$ cat src/rtl/seq_det_pkg.sv
// Shared constants and elaboration helpers for the parametrised Moore sequence detector.
// The match counter is only built when SEQ_DET_MATCH_COUNT_EN is defined.
package seq_det_pkg;

  localparam logic [3:0] DEFAULT_PATTERN = 4'b1011;
  localparam int         STATE_S0        = 0;

  // Smallest n such that 2**n >= value.
  function automatic int clog2(input int value);
    int n;
    n = 0;
    for (int i = 0; i < 31; i++) begin
      if ((1 << i) < value) n = i + 1;
    end
    return n;
  endfunction

  // Bits needed to encode states S0..S(pat_w).
  function automatic int state_w(input int pat_w);
    int w;
    w = clog2(pat_w + 1);
    return (w < 1) ? 1 : w;
  endfunction

endpackage

$ cat src/rtl/seq_det_next_state.sv
// Combinational KMP transition function for the sequence detector.
// Per-state successor tables are computed at elaboration; unused encodings map to S0.
module seq_det_next_state
  import seq_det_pkg::*;
#(
  parameter int               PAT_W   = 4,
  parameter logic [PAT_W-1:0] PATTERN = DEFAULT_PATTERN,
  parameter bit               OVERLAP = 1'b1,
  localparam int              SW      = state_w(PAT_W)
) (
  input  logic [SW-1:0] state,
  input  logic          bit_in,
  output logic [SW-1:0] next_state,
  output logic          state_legal
);

  // i-th received pattern bit (0 = first bit on the wire).
  function automatic logic pat_bit(input int i);
    logic [PAT_W-1:0] tmp;
    tmp = PATTERN >> (PAT_W - 1 - i);
    return tmp[0];
  endfunction

  // Longest pattern prefix that is a suffix of (history of state s) followed by b.
  function automatic logic [SW-1:0] kmp_next(input int s, input logic b);
    int   h;
    int   best;
    int   idx;
    logic ok;
    logic cbit;
    h    = (s == PAT_W) ? (OVERLAP ? PAT_W : 0) : s;
    best = STATE_S0;
    for (int k = 1; k <= PAT_W; k++) begin
      ok = (k <= h + 1);
      for (int j = 0; j < k; j++) begin
        idx = h + 1 - k + j;
        if (idx < 0)       cbit = 1'b0;
        else if (idx == h) cbit = b;
        else               cbit = pat_bit(idx);
        if (cbit != pat_bit(j)) ok = 1'b0;
      end
      if (ok) best = k;
    end
    return SW'(best);
  endfunction

  logic [SW-1:0] nxt0_tbl [PAT_W+1];
  logic [SW-1:0] nxt1_tbl [PAT_W+1];

  for (genvar gi = 0; gi <= PAT_W; gi++) begin : g_tbl
    localparam logic [SW-1:0] N0 = kmp_next(gi, 1'b0);
    localparam logic [SW-1:0] N1 = kmp_next(gi, 1'b1);
    assign nxt0_tbl[gi] = N0;
    assign nxt1_tbl[gi] = N1;
  end

  always_comb begin
    next_state  = SW'(STATE_S0);
    state_legal = 1'b0;
    for (int i = 0; i <= PAT_W; i++) begin
      if (state == SW'(i)) begin
        state_legal = 1'b1;
        next_state  = bit_in ? nxt1_tbl[i] : nxt0_tbl[i];
      end
    end
  end

endmodule

$ cat src/rtl/seq_detector_moore_param.sv
// Parametrised Moore serial pattern detector with valid qualifier, synchronous clear and
// an optional saturating match counter (enabled by defining SEQ_DET_MATCH_COUNT_EN).
module seq_detector_moore_param
  import seq_det_pkg::*;
#(
  parameter int               PAT_W   = 4,
  parameter logic [PAT_W-1:0] PATTERN = DEFAULT_PATTERN,
  parameter bit               OVERLAP = 1'b1,
  parameter int               CNT_W   = 8
) (
  input  logic             clock,
  input  logic             reset,
  input  logic             sequence_in,
  input  logic             in_valid,
  input  logic             clear,
  output logic             detector_out,
  output logic [CNT_W-1:0] match_count
);

  localparam int            SW     = state_w(PAT_W);
  localparam logic [SW-1:0] S0     = SW'(STATE_S0);
  localparam logic [SW-1:0] DETECT = SW'(PAT_W);

  logic [SW-1:0] state_q;
  logic [SW-1:0] state_d;
  logic [SW-1:0] trans_state;
  logic          state_legal;

  seq_det_next_state #(
    .PAT_W   (PAT_W),
    .PATTERN (PATTERN),
    .OVERLAP (OVERLAP)
  ) u_next_state (
    .state       (state_q),
    .bit_in      (sequence_in),
    .next_state  (trans_state),
    .state_legal (state_legal)
  );

  // Illegal encodings fall back to S0 even when no bit is accepted.
  always_comb begin
    state_d = state_q;
    if (clear)             state_d = S0;
    else if (!state_legal) state_d = S0;
    else if (in_valid)     state_d = trans_state;
  end

  always_ff @(posedge clock or negedge reset) begin
    if (!reset) state_q <= S0;
    else        state_q <= state_d;
  end

  assign detector_out = (state_q == DETECT);

`ifdef SEQ_DET_MATCH_COUNT_EN
  logic [CNT_W-1:0] count_q;
  logic [CNT_W-1:0] count_d;

  always_comb begin
    count_d = count_q;
    if (clear)
      count_d = '0;
    else if (in_valid && state_legal && (trans_state == DETECT) && (count_q != {CNT_W{1'b1}}))
      count_d = count_q + 1'b1;
  end

  always_ff @(posedge clock or negedge reset) begin
    if (!reset) count_q <= '0;
    else        count_q <= count_d;
  end

  assign match_count = count_q;
`else
  assign match_count = '0;
`endif

endmodule
$ cat config.mk
export PLATFORM = sky130hd
export DESIGN_NAME = seq_detector_moore_param
export DESIGN_NICKNAME = d
export VERILOG_FILES = /design/src/rtl/seq_det_pkg.sv /design/src/rtl/seq_det_next_state.sv /design/src/rtl/seq_detector_moore_param.sv
export SDC_FILE = /design/constraint.sdc
export NUM_CORES = 1
export LEC_CHECK = 0
export CORE_AREA = 2 2 39 41
export CTS_CLUSTER_SIZE = 40
export DETAILED_ROUTE_END_ITERATION = 8
export DIE_AREA = 0 0 41 43
export GPL_ROUTABILITY_DRIVEN = 0
export SLEW_MARGIN = 20
export SYNTH_ARGS = -nofsm -noshare
export SYNTH_HDL_FRONTEND = slang
export SYNTH_SLANG_ARGS = --single-unit
$ cat constraint.sdc
create_clock -name clock -period 1.5 [get_ports clock]
set_input_delay 0.225 -clock clock [delete_from_list [all_inputs] [get_ports clock]]
set_output_delay 0.225 -clock clock [all_outputs]
set_load 0.05 [all_outputs]
## Word level (Yosys, flattened, before mapping)

Index checks and enable logic that the tools add are counted.

- Register bits after elaboration: 3
- Input port bits: 5
- Logic and storage cells: 24

- Equality and inequality tests: 5
- Muxes and demuxes: 17
- Reductions and logical operators: 1

Operators by type and width:

| kind | count |
|---|---|
| $mux W3 | 9 |
| $eq A3 B2 Y1 const B | 2 |
| $mux W1 | 6 |
| $mux W2 | 2 |
| $eq A3 B1 Y1 const B | 1 |
| $eq A3 B3 Y1 const B | 1 |
| $logic_not A3 Y1 | 1 |
| $ne A3 B3 Y1 const B | 1 |

## Longest topological paths before layout

- Depth after elaboration: 9
- Mapped depth: 4

## Cells and area by module

Synthesis repeated with hierarchy kept, for this count alone.

- Cell total of the unflattened synthesis: 29
- Area, all modules: 257.7 sq um

By module, submodules not included:

| module | times used | cells an instance | area an instance (sq um) | seq. area each (sq um) |
|---|---|---|---|---|
| seq_detector_moore_param | 1 | 20 | 193.9 | 75.1 |
| seq_det_next_state | 1 | 9 | 63.8 | 0.0 |

## Worst setup path after synthesis

No wires, ideal clock.

- Path type: register -> register
- Start: register state_q[1]
- End: register state_q[2]
- Setup time: 72 ps
- Arrival: 1323 ps
- Data required time: 1428 ps
- Slack: 105 ps
- Cell stages (with the launch flop): 5
- Buffers on the path: 0
- Period minus slack after synthesis: 1395 ps
- Path through: dfrtp_1 > or3b_1 > inv_1 > a2bb2oi_1 > nor2_1

- Elaborated cells between the ends (all ways): 18
- Classes of those cells: 5 x eq/ne; 12 x mux; 1 x reduce/logical

RTL lines:

| element | RTL line | RTL |
|---|---|---|
| start: declaration | seq_detector_moore_param.sv:24 | `logic [SW-1:0] state_q;` |
| start signal: assignment | seq_detector_moore_param.sv:50 | `else state_q <= state_d;` |
| $eq A3 B3 Y1 * | n/a |  |
| net detector_out | seq_detector_moore_param.sv:16 | `output logic detector_out,` |
| $mux W3 | seq_det_next_state.sv:61 | `if (state == SW'(i)) begin` |
| $mux W3 | seq_detector_moore_param.sv:45 | `else if (in_valid) state_d = trans_state;` |
| $mux W3 | seq_detector_moore_param.sv:44 | `else if (!state_legal) state_d = S0;` |
| $mux W3 | seq_detector_moore_param.sv:43 | `if (clear) state_d = S0;` |

The timed path passes the listed nets; every way through them passes the cells marked *. The select of a mux whose other input is x is not followed.
A chain may end at the register's enable or synchronous reset.

## Worst setup path in the final report

- Start: register state_q[0]
- End: output detector_out

- Longest elaborated chain between the ends: 1

Ends and longest elaborated chain:

| element | RTL line | RTL |
|---|---|---|
| $eq A3 B3 Y1 | seq_detector_moore_param.sv:53 | `assign detector_out = (state_q == DETECT);` |
| end: declaration | seq_detector_moore_param.sv:16 |  |

Every way passes these cells.

==> out/qor.txt <==
Netlist cell types = 16
Utilization after layout = 25.9%
Fmax achieved = 0.675 GHz
Post-detail-place hpwl = 335 um
FILL cells = 161
Cells along the critical path = or3b_4 -> inv_4 -> buf_12
Biggest regs = state_q: 3 flops
Worst EP arrival = 1.26 ns
Drt pass-1 iters = 2
Worst path top cell family by delay = simple AND/OR/NAND/NOR gates
Root buf cell = clkbuf_4
Crit share post-route = 98.7%
Initial antenna violation count = 0
CTS tree = yes
Syn Area/Cell = 8.56 sq um
Unrepaired setup endpoints after global routing = yes
Vias per inst = 3.82
Hold WS = 0.171 ns
Most frequent cells in the layout = conb_1 (8), clkdlybuf4s50_1 (4), clkbuf_4 (3), dfrtp_1 (3)
Die W = 41 um
Vias in the first global route = 203
Die footprint = 1760 sq um
Synth-to-layout area growth = 34.9%
Mapped Area = 265 sq um
Placed inst area = 312 sq um
Maximum buffer depth of the clock tree = 2
Reg power frac = 27.7%
Routed Antenna Nets = 0
Share of the synthesized area in the top cell type = 28.3%
Status = finished clean
Startpoint Class = flip-flop
Setup TNS = 0 ns
First-pass GRT wire length = 724 um
ANT cells = 0
Crit path largest cell delay = 0.42 ns
Layout cells sized above 1 = 26.8%
Tmin final = 1.48 ns
Clock share of power = 44.4%
Worst VDD drop = 0.304 mV
Clock Latency Late Sink = 0.23 ns
Commonest non-fill, non-tap cell in the layout = conb_1
Max reg flops = 3
Buffers & Inverters on Critical Path = 2
Switching Fraction = 33.8%
CP Max Fanout = 4
Cell taking the most area after synthesis = dfrtp_1
Post-route cell area = 358 sq um
Post-synthesis sequential area ratio = 28.3%
Top reg by flops = state_q
Nets = 47
Port bufs = 5
Top cells by area, synth = dfrtp_1 (28%), buf_4 (23%), a2bb2oi_1 (6.6%)
All-layer global routing usage = 6.75%
Critical-path top delay cell = or3b_4
Yosys warns = 0
Power Density = 895 nW/um^2
CTS sink cnt = 3
Hold Path Class = input pin to asynchronous set/reset pin
Slew Viols, Final = 0
Die span in y = 43 um
Final setup viols = 0
Final hold vios = 0
CTS clk-pin slew, worst paths = 0.04 ns
CTS Buf Count = 3
Logic pwr share = 27.9%
Post-Syn Instances = 31
WL/cell = 8.18 um
Synth Register Bits = 3
NetSw = 0.000108 W
# IOs = 14
First-iteration detailed-routing DRC count = 3
Gr ovfl total = 0
Critical path endpoint category = output port
Max H-tree Level = 1
Row count = 14
Clock Skew = 0.000623 ns
Initial Util = 19.2%
Final Routed Wirelength = 466 um
Post-route DRC = 0
Largest net degree at the start of global routing = 6
Int Power = 0.000212 W
Vias = 218
Worst EP required = 1.27 ns
Core region area = 1380 sq um
Max Cap Violations = 0
Pleak = 0.172 nW
Setup CP Type = flip-flop to output port
## synth_stat cells (all sizes together)
| cell type | number |
|---|---|
| buf | 8 |
| and2b | 3 |
| dfrtp | 3 |
| inv | 3 |
| a2bb2oi | 2 |
| nor2 | 2 |
| o21ai | 2 |
| a2111oi | 1 |
| a21oi | 1 |
| a31o | 1 |
| conb | 1 |
| nand2b | 1 |
| nand3 | 1 |
| nor2b | 1 |
| or3b | 1 |
## worst paths after layout
check | to | depth (start not counted) | slack, ns | start
hold / removal | state_q[1] | 1 | 0.17 | reset
setup reg to reg | state_q[1] | 3 | 0.17 | state_q[0]
min in group clock | state_q[1] | 2 | 0.63 | state_q[1]
hold reg to reg | state_q[1] | 2 | 0.63 | state_q[1]
setup / recovery | detector_out | 3 | 0.02 | state_q[0]
max in group asynchronous | state_q[2] | 1 | 1.19 | reset
## worst reg2reg max path, cell delays in order (launching register included)
cell       delay, ns
dfrtp_1         0.40
or3b_4          0.42
a2111oi_2       0.30
a31o_1          0.15
## through the flow
step                std cells  setup WS, ns  total power, W
finish                     57        0.0193        0.000320
global placement           51         0.171        0.000173
CTS                        56       0.00679        0.000325
global route               57       -0.0191        0.000343
floorplan                  38         0.105        0.000170
detailed placement         51         0.159        0.000173
## layer usage
metal | part of all wire (%) | GRT usage (%) | vias to the layer above
met1 | 41 | 6.49 | 99
li1 | - | - | 107
met5 | 0 | 0 | -
met4 | 3.0 | 10.0 | 0
met2 | 48 | 9.06 | 10
met3 | 7.7 | 1.57 | 2
## logic make-up (layout without fill, tap and decap cells)
logic type,count (synthesis),count (layout),synth area share [%]
buf+inv,11,14,26.9
simple gates,9,9,22.2
compound gates,7,7,21.2
other cells,1,8,1.41
flops,3,3,28.3
## repair_timing
action | 4_1_cts | 5_1_grt
setup endpoints to repair | 1 | 1
buffers inserted | 1 | 1
gates cloned | 0 | 0
gates resized for setup | 2 | 1
hold buffers | 0 | 0
## area by class of cell
cell class	instances	area, sq um	share of cell area (%)
flip-flops and latches	3	75.1	21.0
multi-input cells	24	148	41.3
clock buffers	4	26.3	7.34
inverters	3	13.8	3.85
well taps	16	20.0	5.59
repair buffers	7	75.1	21.0
## power by group through the flow
stage	clock [W]	sequential (W)	combinational, W
global route	0.000158	0.0000891	0.0000956
finish	0.000142	0.0000887	0.0000894
detailed placement	0	0.0000901	0.0000829
global placement	0	0.0000901	0.0000827
floorplan	0	0.0000890	0.0000807
CTS	0.000151	0.0000887	0.0000853
No activity file was read; power rests on OpenSTA's default activity.
